$ cat config.mk
export PLATFORM = sky130hd
export DESIGN_NAME = id_issue_buffer
export DESIGN_NICKNAME = d
export VERILOG_FILES = /design/src/rtl/id_issue_buffer.sv
export SDC_FILE = /design/constraint.sdc
export NUM_CORES = 1
export LEC_CHECK = 0
export BUFFER_PORTS_ARGS = -buffer_cell sky130_fd_sc_hd__buf_2
export CORE_MARGIN = 2
export CORE_UTILIZATION = 40
export DETAILED_ROUTE_END_ITERATION = 10
export SKIP_CTS_REPAIR_TIMING = 1
export SLEW_MARGIN = 0
export SYNTH_ARGS = -nofsm -noshare
export SYNTH_HDL_FRONTEND = slang
export SYNTH_SLANG_ARGS = --single-unit
$ cat constraint.sdc
create_clock -name clk_i -period 2.41 [get_ports clk_i]
set_input_delay 0.6025 -clock clk_i [delete_from_list [all_inputs] [get_ports clk_i]]
set_output_delay 0.6025 -clock clk_i [all_outputs]
set_load 0.02 [all_outputs]
$ cat src/rtl/id_issue_buffer.sv
// id_issue_buffer
//   Decode-to-issue buffer: a DEPTH-entry circular FIFO of decoded entries
//   that sits between the decoder and the issue stage. It decouples decode
//   from issue stalls, reports its occupancy, and limits how many
//   control-flow entries may be resident at once (MAX_CF).
//
// Handshake: both sides use valid/ready semantics. An input transfer happens
// in a cycle where in_valid_i && in_ready_o. in_ready_o depends on flush_i,
// in_ctrl_flow_i and out_ack_i in the same cycle, but never on in_valid_i.
// An output transfer happens in a cycle where out_valid_o && out_ack_i. An
// ack while empty does nothing. out_valid_o does not depend on out_ack_i.
//
// Ports:
//   clk_i, rst_ni     clock, asynchronous active-low reset
//   flush_i           discard all entries (no push accepted this cycle)
//   in_valid_i        decoded entry valid
//   in_ready_o        buffer accepts the entry this cycle
//   in_entry_i        decoded entry payload
//   in_ctrl_flow_i    entry is a control-flow instruction
//   out_valid_o       head entry valid
//   out_entry_o       head entry payload (registered storage)
//   out_ctrl_flow_o   head entry is control flow
//   out_ack_i         issue stage consumes the head this cycle
//   usage_o           number of valid entries
//   cf_count_o        number of valid control-flow entries
module id_issue_buffer #(
  parameter int unsigned DEPTH   = 2,
  parameter int unsigned ENTRY_W = 64,
  parameter int unsigned MAX_CF  = 1,
  localparam int unsigned CNT_W  = $clog2(DEPTH + 1)
) (
  input  logic               clk_i,
  input  logic               rst_ni,
  input  logic               flush_i,
  input  logic               in_valid_i,
  output logic               in_ready_o,
  input  logic [ENTRY_W-1:0] in_entry_i,
  input  logic               in_ctrl_flow_i,
  output logic               out_valid_o,
  output logic [ENTRY_W-1:0] out_entry_o,
  output logic               out_ctrl_flow_o,
  input  logic               out_ack_i,
  output logic [CNT_W-1:0]   usage_o,
  output logic [CNT_W-1:0]   cf_count_o
);

  localparam int unsigned PTR_W = (DEPTH > 1) ? $clog2(DEPTH) : 1;
  localparam logic [PTR_W-1:0] LAST_PTR = PTR_W'(DEPTH - 1);
  localparam logic [CNT_W-1:0] DEPTH_C  = CNT_W'(DEPTH);
  localparam logic [CNT_W-1:0] MAX_CF_C = CNT_W'(MAX_CF);
  localparam logic [CNT_W-1:0] ONE_C    = CNT_W'(1);

  logic [ENTRY_W-1:0] entry_q [DEPTH];
  logic               cf_q    [DEPTH];
  logic [PTR_W-1:0]   rd_ptr_q, wr_ptr_q;
  logic [CNT_W-1:0]   usage_q, cf_count_q;

  logic pop, pop_cf, push, push_cf, space, cf_ok;

  assign out_valid_o     = (usage_q != '0);
  assign out_entry_o     = entry_q[rd_ptr_q];
  assign out_ctrl_flow_o = cf_q[rd_ptr_q];

  assign pop     = out_ack_i && out_valid_o;
  assign pop_cf  = pop && out_ctrl_flow_o;
  // A pop frees its slot (and its control-flow credit) in the same cycle.
  assign space   = (usage_q < DEPTH_C) || pop;
  assign cf_ok   = !in_ctrl_flow_i || (cf_count_q < MAX_CF_C) || pop_cf;
  assign in_ready_o = !flush_i && space && cf_ok;
  assign push    = in_valid_i && in_ready_o;
  assign push_cf = push && in_ctrl_flow_i;

  assign usage_o    = usage_q;
  assign cf_count_o = cf_count_q;

  function automatic logic [PTR_W-1:0] next_ptr(input logic [PTR_W-1:0] p);
    return (p == LAST_PTR) ? '0 : p + PTR_W'(1);
  endfunction

  always_ff @(posedge clk_i or negedge rst_ni) begin
    if (!rst_ni) begin
      rd_ptr_q   <= '0;
      wr_ptr_q   <= '0;
      usage_q    <= '0;
      cf_count_q <= '0;
      for (int i = 0; i < int'(DEPTH); i++) begin
        entry_q[i] <= '0;
        cf_q[i]    <= 1'b0;
      end
    end else if (flush_i) begin
      // Storage is left as is; usage of zero masks the stale slots.
      rd_ptr_q   <= '0;
      wr_ptr_q   <= '0;
      usage_q    <= '0;
      cf_count_q <= '0;
    end else begin
      if (push) begin
        entry_q[wr_ptr_q] <= in_entry_i;
        cf_q[wr_ptr_q]    <= in_ctrl_flow_i;
        wr_ptr_q          <= next_ptr(wr_ptr_q);
      end
      if (pop) begin
        rd_ptr_q <= next_ptr(rd_ptr_q);
      end
      if (push && !pop) begin
        usage_q <= usage_q + ONE_C;
      end else if (pop && !push) begin
        usage_q <= usage_q - ONE_C;
      end
      if (push_cf && !pop_cf) begin
        cf_count_q <= cf_count_q + ONE_C;
      end else if (pop_cf && !push_cf) begin
        cf_count_q <= cf_count_q - ONE_C;
      end
    end
  end

endmodule

==> key figures, run 1 <==
Logic synthesis
  • Synth top area cells: dfrtp_1 (56%), mux2_2 (29%), mux2_1 (7.1%), buf_6 (1.1%), buf_2 (0.58%)
  • Synthesized flop and latch total: about 140
  • Unique masters post-synth: 38
  • Number of synthesized flops with an enable pin: 0
  • Synth warnings: 0
  • Main synth FF type: dfrtp_1
  • Post-Syn Area: 6040 um2
  • Mapped Nets: around 470
  • Top cell type by total area after synthesis: dfrtp_1
  • Asr flop ratio synth: 1.00
  • Syn Inst Count: 395
  • Proportion of netlist area held by the largest area contributor: 0.564
  • Post-synthesis sequential area ratio: 0.564
  • Synthesized area per cell: ~15 um2

GRT
  • Initial antenna violation count: 1
  • Largest net degree at the start of global routing: 66
  • Vias in the first global route: 4,102
  • Total grt overflow: 0
  • First-pass GRT wire length: a little over 20,000 um
  • GRT Resource Usage Total: 0.166

Status
  • Status: finished, final reports clean

Detailed routing
  • Routed vias: ~3,800
  • Post-DR vias/cell: around 5.1
  • Drt first pass iters: 4
  • Avg WL per Cell: roughly 17 um
  • Post-Route WL: ~13,000 um
  • DRT antenna net count: 0
  • DR iter-0 viols: 94
  • # DRC: 0

Cells and area
  • Fillers: around 1,300
  • Layout area overhead: 27.5%
  • Fin cells: 745
  • N_diodes: 0
  • Layout cells sized above 1: 0.627
  • Layout Nets: just over 600

STA
  • Clock Skews: between 0.008 and 0.009 ns
  • Setup-failing EPs final: 0
  • Max Freq: between 0.4 and 0.5 GHz
  • Final Hold Fails: 0
  • Tightest Pin Transition: between 0.4 and 0.5 ns
  • Final Cycle Share: 0.969
  • WHS: roughly 0.12 ns
  • Fin. max-slew vios: 0
  • Relative slew slack: 0.668
  • Period minus WS final: between 2 and 2.5 ns

Clocking
  • H-Tree Depth: 4
  • Clock transition at path regs: approximately 0.060 ns
  • Clk sinks: between 100 and 150
  • Clock Latency Late Sink: 0.42 ns
  • CTS tree: done
  • Root Driver: clkbuf_16
  • Clock buffer count from CTS: 17
  • Bufs on Longest Clock Path: 2

Pwr
  • Peak VDD IR: 0.000473 V
  • Power Dens Cells: 991 nW/um2
  • Leak: between 3 and 4 nW

Worst setup path
  • Crit path DAT: between 1.5 and 2 ns
  • Worst EP required: around 1.8 ns
  • Slowest CP cell: dfrtp_2
  • Critical path peak fanout: 6
  • CP Launch Type: register
  • Critical-path cell list: mux2i_4 -> inv_2 -> a21boi_4 -> nor3_1 -> buf_2
  • CP max stage delay: between 0.4 and 0.5 ns
  • Crit path max-delay family: flip-flops
  • Worst Setup Path Type: register to output port
  • CP Capture Type: output port
  • Worst path bufs/invs: 2

Floorplan
  • Initial Util: 0.412
  • Die Span Y: 127 um
  • Io pins: 141
  • Die width: 127 um
  • Core Area: between 10,000 and 15,000 um2
  • Die footprint: between 15,000 and 20,000 um2
  • FP Rows: between 40 and 50

Placed design
  • GP Congestion: approximately 0.74
  • I/O Buffers: 140
  • Hpwl dp: 8410 um
  • Placed Cells: 710

Run
  • Max-Cap Viols: 0

Min path
  • Min-Delay Path Class: primary input to async pin
-- placed cells by master (no fill, tap or decap), types with 2 or more instances in the layout --
cell        instances
a21oi_1             5
buf_12              5
buf_2             139
buf_4               8
bufinv_16           4
clkbuf_1            2
clkbuf_16          18
clkinv_2            4
clkinvlp_4          4
dfrtp_1           135
inv_1               2
mux2_1             38
mux2_2            156
nand3_1             2
nor3_1              4
o21ai_0             2
or3_1               3
-- metal layers --
metal	part of all wire	global-route usage	wire length [um]	vias to the layer above
met2	0.48	0.274	6220	99
met1	0.43	0.193	5550	1904
met5	0.00085	0	11	-
met4	0.018	0.0718	226	2
met3	0.068	0.0616	881	18
li1	-	-	-	1746
-- cells by family (layout without fill, tap and decap cells) --
| kind of cell | after synthesis | in the layout | synth area share |
|---|---|---|---|
| multiplexers | 195 | 195 | 0.364 |
| flip-flops | 136 | 136 | 0.564 |
| XOR/XNOR | 1 | 1 | 0.00145 |
| AND/OR/NAND/NOR | 21 | 21 | 0.0247 |
| adder cells (fa/ha/maj) | 1 | 1 | 0.00207 |
| buffers and inverters | 24 | 190 | 0.0238 |
| AO/OA/AOI/OAI | 17 | 17 | 0.0199 |
-- through the flow --
step	TNS, ns	utilization	worst slack (ns)	instance area [um2]	total power [mW]
global placement	0	0.479	0.232	7020	4.91
global route	-0.0133	0.525	-0.0133	7690	8.05
CTS	-0.101	0.521	-0.101	7630	7.72
finish	0	0.525	0.0750	7690	7.63
detailed placement	0	0.479	0.188	7020	5.00
floorplan	0	-	0.204	6040	4.42
-- cell usage after synthesis (all sizes together) (2+ instances only) --
| master | instances |
|---|---|
| clkbuf | 6 |
| a21oi | 5 |
| nand3 | 3 |
| a21boi | 2 |
| nor2b | 2 |
| inv | 3 |
| nor3 | 5 |
| buf | 15 |
| or3 | 3 |
| o21ai | 4 |
| mux2 | 194 |
| dfrtp | 136 |
| nor3b | 2 |
-- flip-flops by register name (all words and copies together) (netlist names) --
register / count
cf_q: 2
entry_q: 128
cf_count_o: 2
usage_o: 2
wr_ptr_q: 1
rd_ptr_q: 1
-- power breakdown --
| part | switching, mW | leakage (nW) | internal (mW) |
|---|---|---|---|
| combinational | 0.867 | 1.56 | 0.917 |
| clock | 0.950 | 0.289 | 1.72 |
| sequential | 0.281 | 1.64 | 2.89 |
| total | 2.10 | 3.49 | 5.53 |
-- area by class of cell --
type	instances	area [um2]	share of cell area
sequential	136	3400	0.442
multi-input combinational	235	2520	0.327
timing repair buffer	155	920	0.120
clock buffer	19	433	0.0563
tap	184	230	0.0299
clock inverter	13	179	0.0233
inverter	3	11.3	0.00146
-- final timing paths --
path	start	end	slack [ns]	depth (start not counted)
min reg2reg	entry_q[67]	entry_q[67]	0.48	1
max reg2reg	rd_ptr_q	entry_q[121]	0.36	7
max in group asynchronous	rst_ni	entry_q[79]	1.54	2
min	rst_ni	entry_q[10]	0.12	1
max	rd_ptr_q	in_ready_o	0.07	5
min in group clk_i	in_entry_i[32]	entry_q[32]	0.41	2
No activity file was read; power rests on OpenSTA's default activity.
==> inputs of run 2 (changes only) <==
--- a/config.mk
+++ b/config.mk
@@ -7,8 +7,9 @@
 export LEC_CHECK = 0
 export BUFFER_PORTS_ARGS = -buffer_cell sky130_fd_sc_hd__buf_2
 export CORE_MARGIN = 2
-export CORE_UTILIZATION = 40
+export CORE_UTILIZATION = 54
 export DETAILED_ROUTE_END_ITERATION = 10
+export PLACE_DENSITY = 0.8
 export SKIP_CTS_REPAIR_TIMING = 1
 export SLEW_MARGIN = 0
 export SYNTH_ARGS = -nofsm -noshare
==> key figures, run 2 (synthesis results as in run 1) <==
STA
  • Period minus WS final: 2.38 ns (was 2.34 ns)
  • Relative slew slack: 0.667 (was 0.668)
  • Tightest Pin Transition: 0.499 ns (about the same)
  • Setup-failing EPs final: 0 (unchanged)
  • Fin Setup TNS: 0 ns (unchanged)
  • Final Hold Fails: 0 (unchanged)
  • RSZ-0062 raised after global routing: true
  • Fin. max-slew vios: 0 (unchanged)
  • WHS: 0.122 ns (was 0.124 ns)
  • Final Cycle Share: 0.989 (was 0.969)
  • Max Freq: 0.419 GHz (was 0.428 GHz)
  • Clock Skews: 0.00517 ns (was 0.00800 ns)

Floorplan
  • Die footprint: 12,000 um2 (was 16,100 um2)
  • Die Span Y: 110 um (was 127 um)
  • Initial Util: 0.554 (was 0.412)
  • FP Rows: 38 (was 44)
  • Core Area: 10,900 um2 (was 14,600 um2)
  • Die width: 110 um (was 127 um)
  • Io pins: 141 (unchanged)

Worst setup path
  • Worst path bufs/invs: 3 (was 2)
  • Slowest CP cell: dfrtp_2 (unchanged)
  • CP max stage delay: 0.43 ns (was 0.46 ns)
  • Critical path peak fanout: 8 (was 6)
  • R2r setup slk: 0.30 ns (was 0.36 ns)
  • Crit path DAT: 1.78 ns (was 1.73 ns)
  • Crit path max-delay family: buffers and inverters (was flip-flops)
  • RR Startpoint: cf_count_o[0] (was rd_ptr_q)
  • CP Capture Type: output port (unchanged)
  • Worst Setup Path Type: register to output port (unchanged)
  • Reg2reg end: entry_q[99] (was entry_q[121])
  • Path depth of the worst reg2reg path: 8 (was 7)
  • Critical-path cell list: buf_12 -> clkbuf_16 -> mux2_2 -> buf_6 (was mux2i_4 -> inv_2 -> a21boi_4 -> nor3_1 -> buf_2)
  • CP Launch Type: register (unchanged)
  • Worst EP required: 1.81 ns (about the same)

Clocking
  • Root Driver: clkbuf_8 (was clkbuf_16)
  • Bufs on Longest Clock Path: 2 (unchanged)
  • Clock Latency Late Sink: 0.51 ns (was 0.42 ns)
  • Clk sinks: 136 (unchanged)
  • CTS tree: done (unchanged)
  • Clock buffer count from CTS: 17 (unchanged)
  • H-Tree Depth: 4 (unchanged)
  • Clock transition at path regs: 0.06 ns (about the same)

Cells and area
  • Layout area overhead: 31.8% (was 27.5%)
  • Max FFs per register: 128 (unchanged)
  • Most frequent cells in the layout: mux2_2 (153), dfrtp_1 (135), buf_2 (124) (was mux2_2 (156), buf_2 (139), dfrtp_1 (135))
  • N_diodes: 0 (unchanged)
  • Final Util: 0.731 (was 0.525)
  • Layout cells sized above 1: 0.643 (was 0.627)
  • Commonest non-fill, non-tap cell in the layout: mux2_2 (unchanged)
  • Biggest register: entry_q (unchanged)
  • Layout Nets: 631 (was 619)

Run
  • Max-Cap Viols: 0 (unchanged)

Placed design
  • I/O Buffers: 140 (unchanged)
  • GP Congestion: 0.747 (was 0.739)
  • Hpwl dp: 8130 um (was 8410 um)

Detailed routing
  • DR iter-0 viols: 257 (was 94)
  • Drt first pass iters: 4 (unchanged)
  • # DRC: 0 (unchanged)
  • DRT antenna net count: 0 (unchanged)
  • Post-Route WL: 13,800 um (was 12,900 um)
  • Routed vias: 3,934 (was 3,769)
  • Avg WL per Cell: 19.4 um (was 17.3 um)
  • Post-DR vias/cell: 5.53 (was 5.06)

GRT
  • First-pass GRT wire length: 19,600 um (was 20,700 um)
  • GRT Resource Usage Total: 0.216 (was 0.166)
  • Vias in the first global route: 4,099 (was 4,102)
  • Initial antenna violation count: 0 (was 1)
  • Global-route met1 utilization: 0.266 (was 0.193)
  • Grt met3 use: 0.0605 (was 0.0616)
  • Met2 GRT Util: 0.365 (was 0.274)
  • GR peak layer: met2 (unchanged)
  • Largest net degree at the start of global routing: 70 (was 66)
  • Total grt overflow: 0 (unchanged)

Pwr
  • Switching share of power: 0.275 (about the same)
  • Share of power burned in registers: 0.402 (was 0.416)
  • Peak VDD IR: 0.000542 V (was 0.000473 V)
  • Clock power share: 0.352 (was 0.350)
  • Internal Pwr Total: 5.76 mW (was 5.53 mW)
  • Leak: 3.63 nW (was 3.49 nW)
  • Gate power share: 0.246 (was 0.234)
  • Power Dens Cells: 1000 nW/um2 (was 991 nW/um2)
  • Psw: 2.19 mW (was 2.10 mW)

Status
  • Status: finished, final reports clean (unchanged)

Min path
  • Min-Delay Path Class: primary input to async pin (unchanged)
==> run 2: cell count changes in the layout (fill, tap and decap cells not counted), moves of 2 or more <==
cell        delta
clkinvlp_4     -2
clkbuf_16      +2
buf_2         -15
clkinv_4       +2
buf_6         +10
buf_4         +11
mux2_4         +3
buf_12         +2
clkinv_2       -3
mux2_2         -3
clkbuf_8       +3
==> run 2: routing by layer <==
layer	vias to the layer above	share of wire
li1	1776	-
met1	2008	0.42
met2	138	0.50
met3	12	0.070
met4	0	0.010
met5	-	0
==> run 2: stage by stage <==
stage                     setup slack [ns]  instances  instance area [um2]  power (mW)
final                               0.0253        712                 7960        7.95
after global routing               -0.0302        712                 7960        8.32
after CTS                           -0.184        697                 7600        7.84
after detailed placement             0.141        666                 6960        5.00
after global placement               0.189        666                 6960        4.88
after floorplan                      0.204        395                 6040        4.42
==> run 2: area by class of cell <==
| cell class | count | area, um2 |
|---|---|---|
| timing repair buffer | 167 | 1180 |
| sequential | 136 | 3400 |
| clock buffer | 20 | 445 |
| inverter | 3 | 11.3 |
| clock inverter | 11 | 196 |
| fill | 708 | 2930 |
| multi-input combinational | 235 | 2540 |
| tap | 140 | 175 |
==> run 2: power by group through the flow <==
stage               registers (mW)  logic, mW  clock network, mW
detailed placement            3.22       1.79                  0
finish                        3.19       1.96               2.80
CTS                           3.19       1.80               2.84
floorplan                     3.12       1.30                  0
global placement              3.16       1.72                  0
global route                  3.27       2.10               2.95
==> run 2: worst max-delay path by stage <==
stage / from / slack (ns) / depth (start not counted) / end
floorplan: flush_i / 0.20 / 5 / entry_q[78]
global placement: out_ack_i / 0.19 / 6 / entry_q[97]
detailed placement: flush_i / 0.14 / 5 / entry_q[92]
CTS: rd_ptr_q / -0.18 / 5 / in_ready_o
global route: rd_ptr_q / -0.03 / 4 / out_entry_o[26]
finish: rd_ptr_q / 0.03 / 4 / out_entry_o[27]
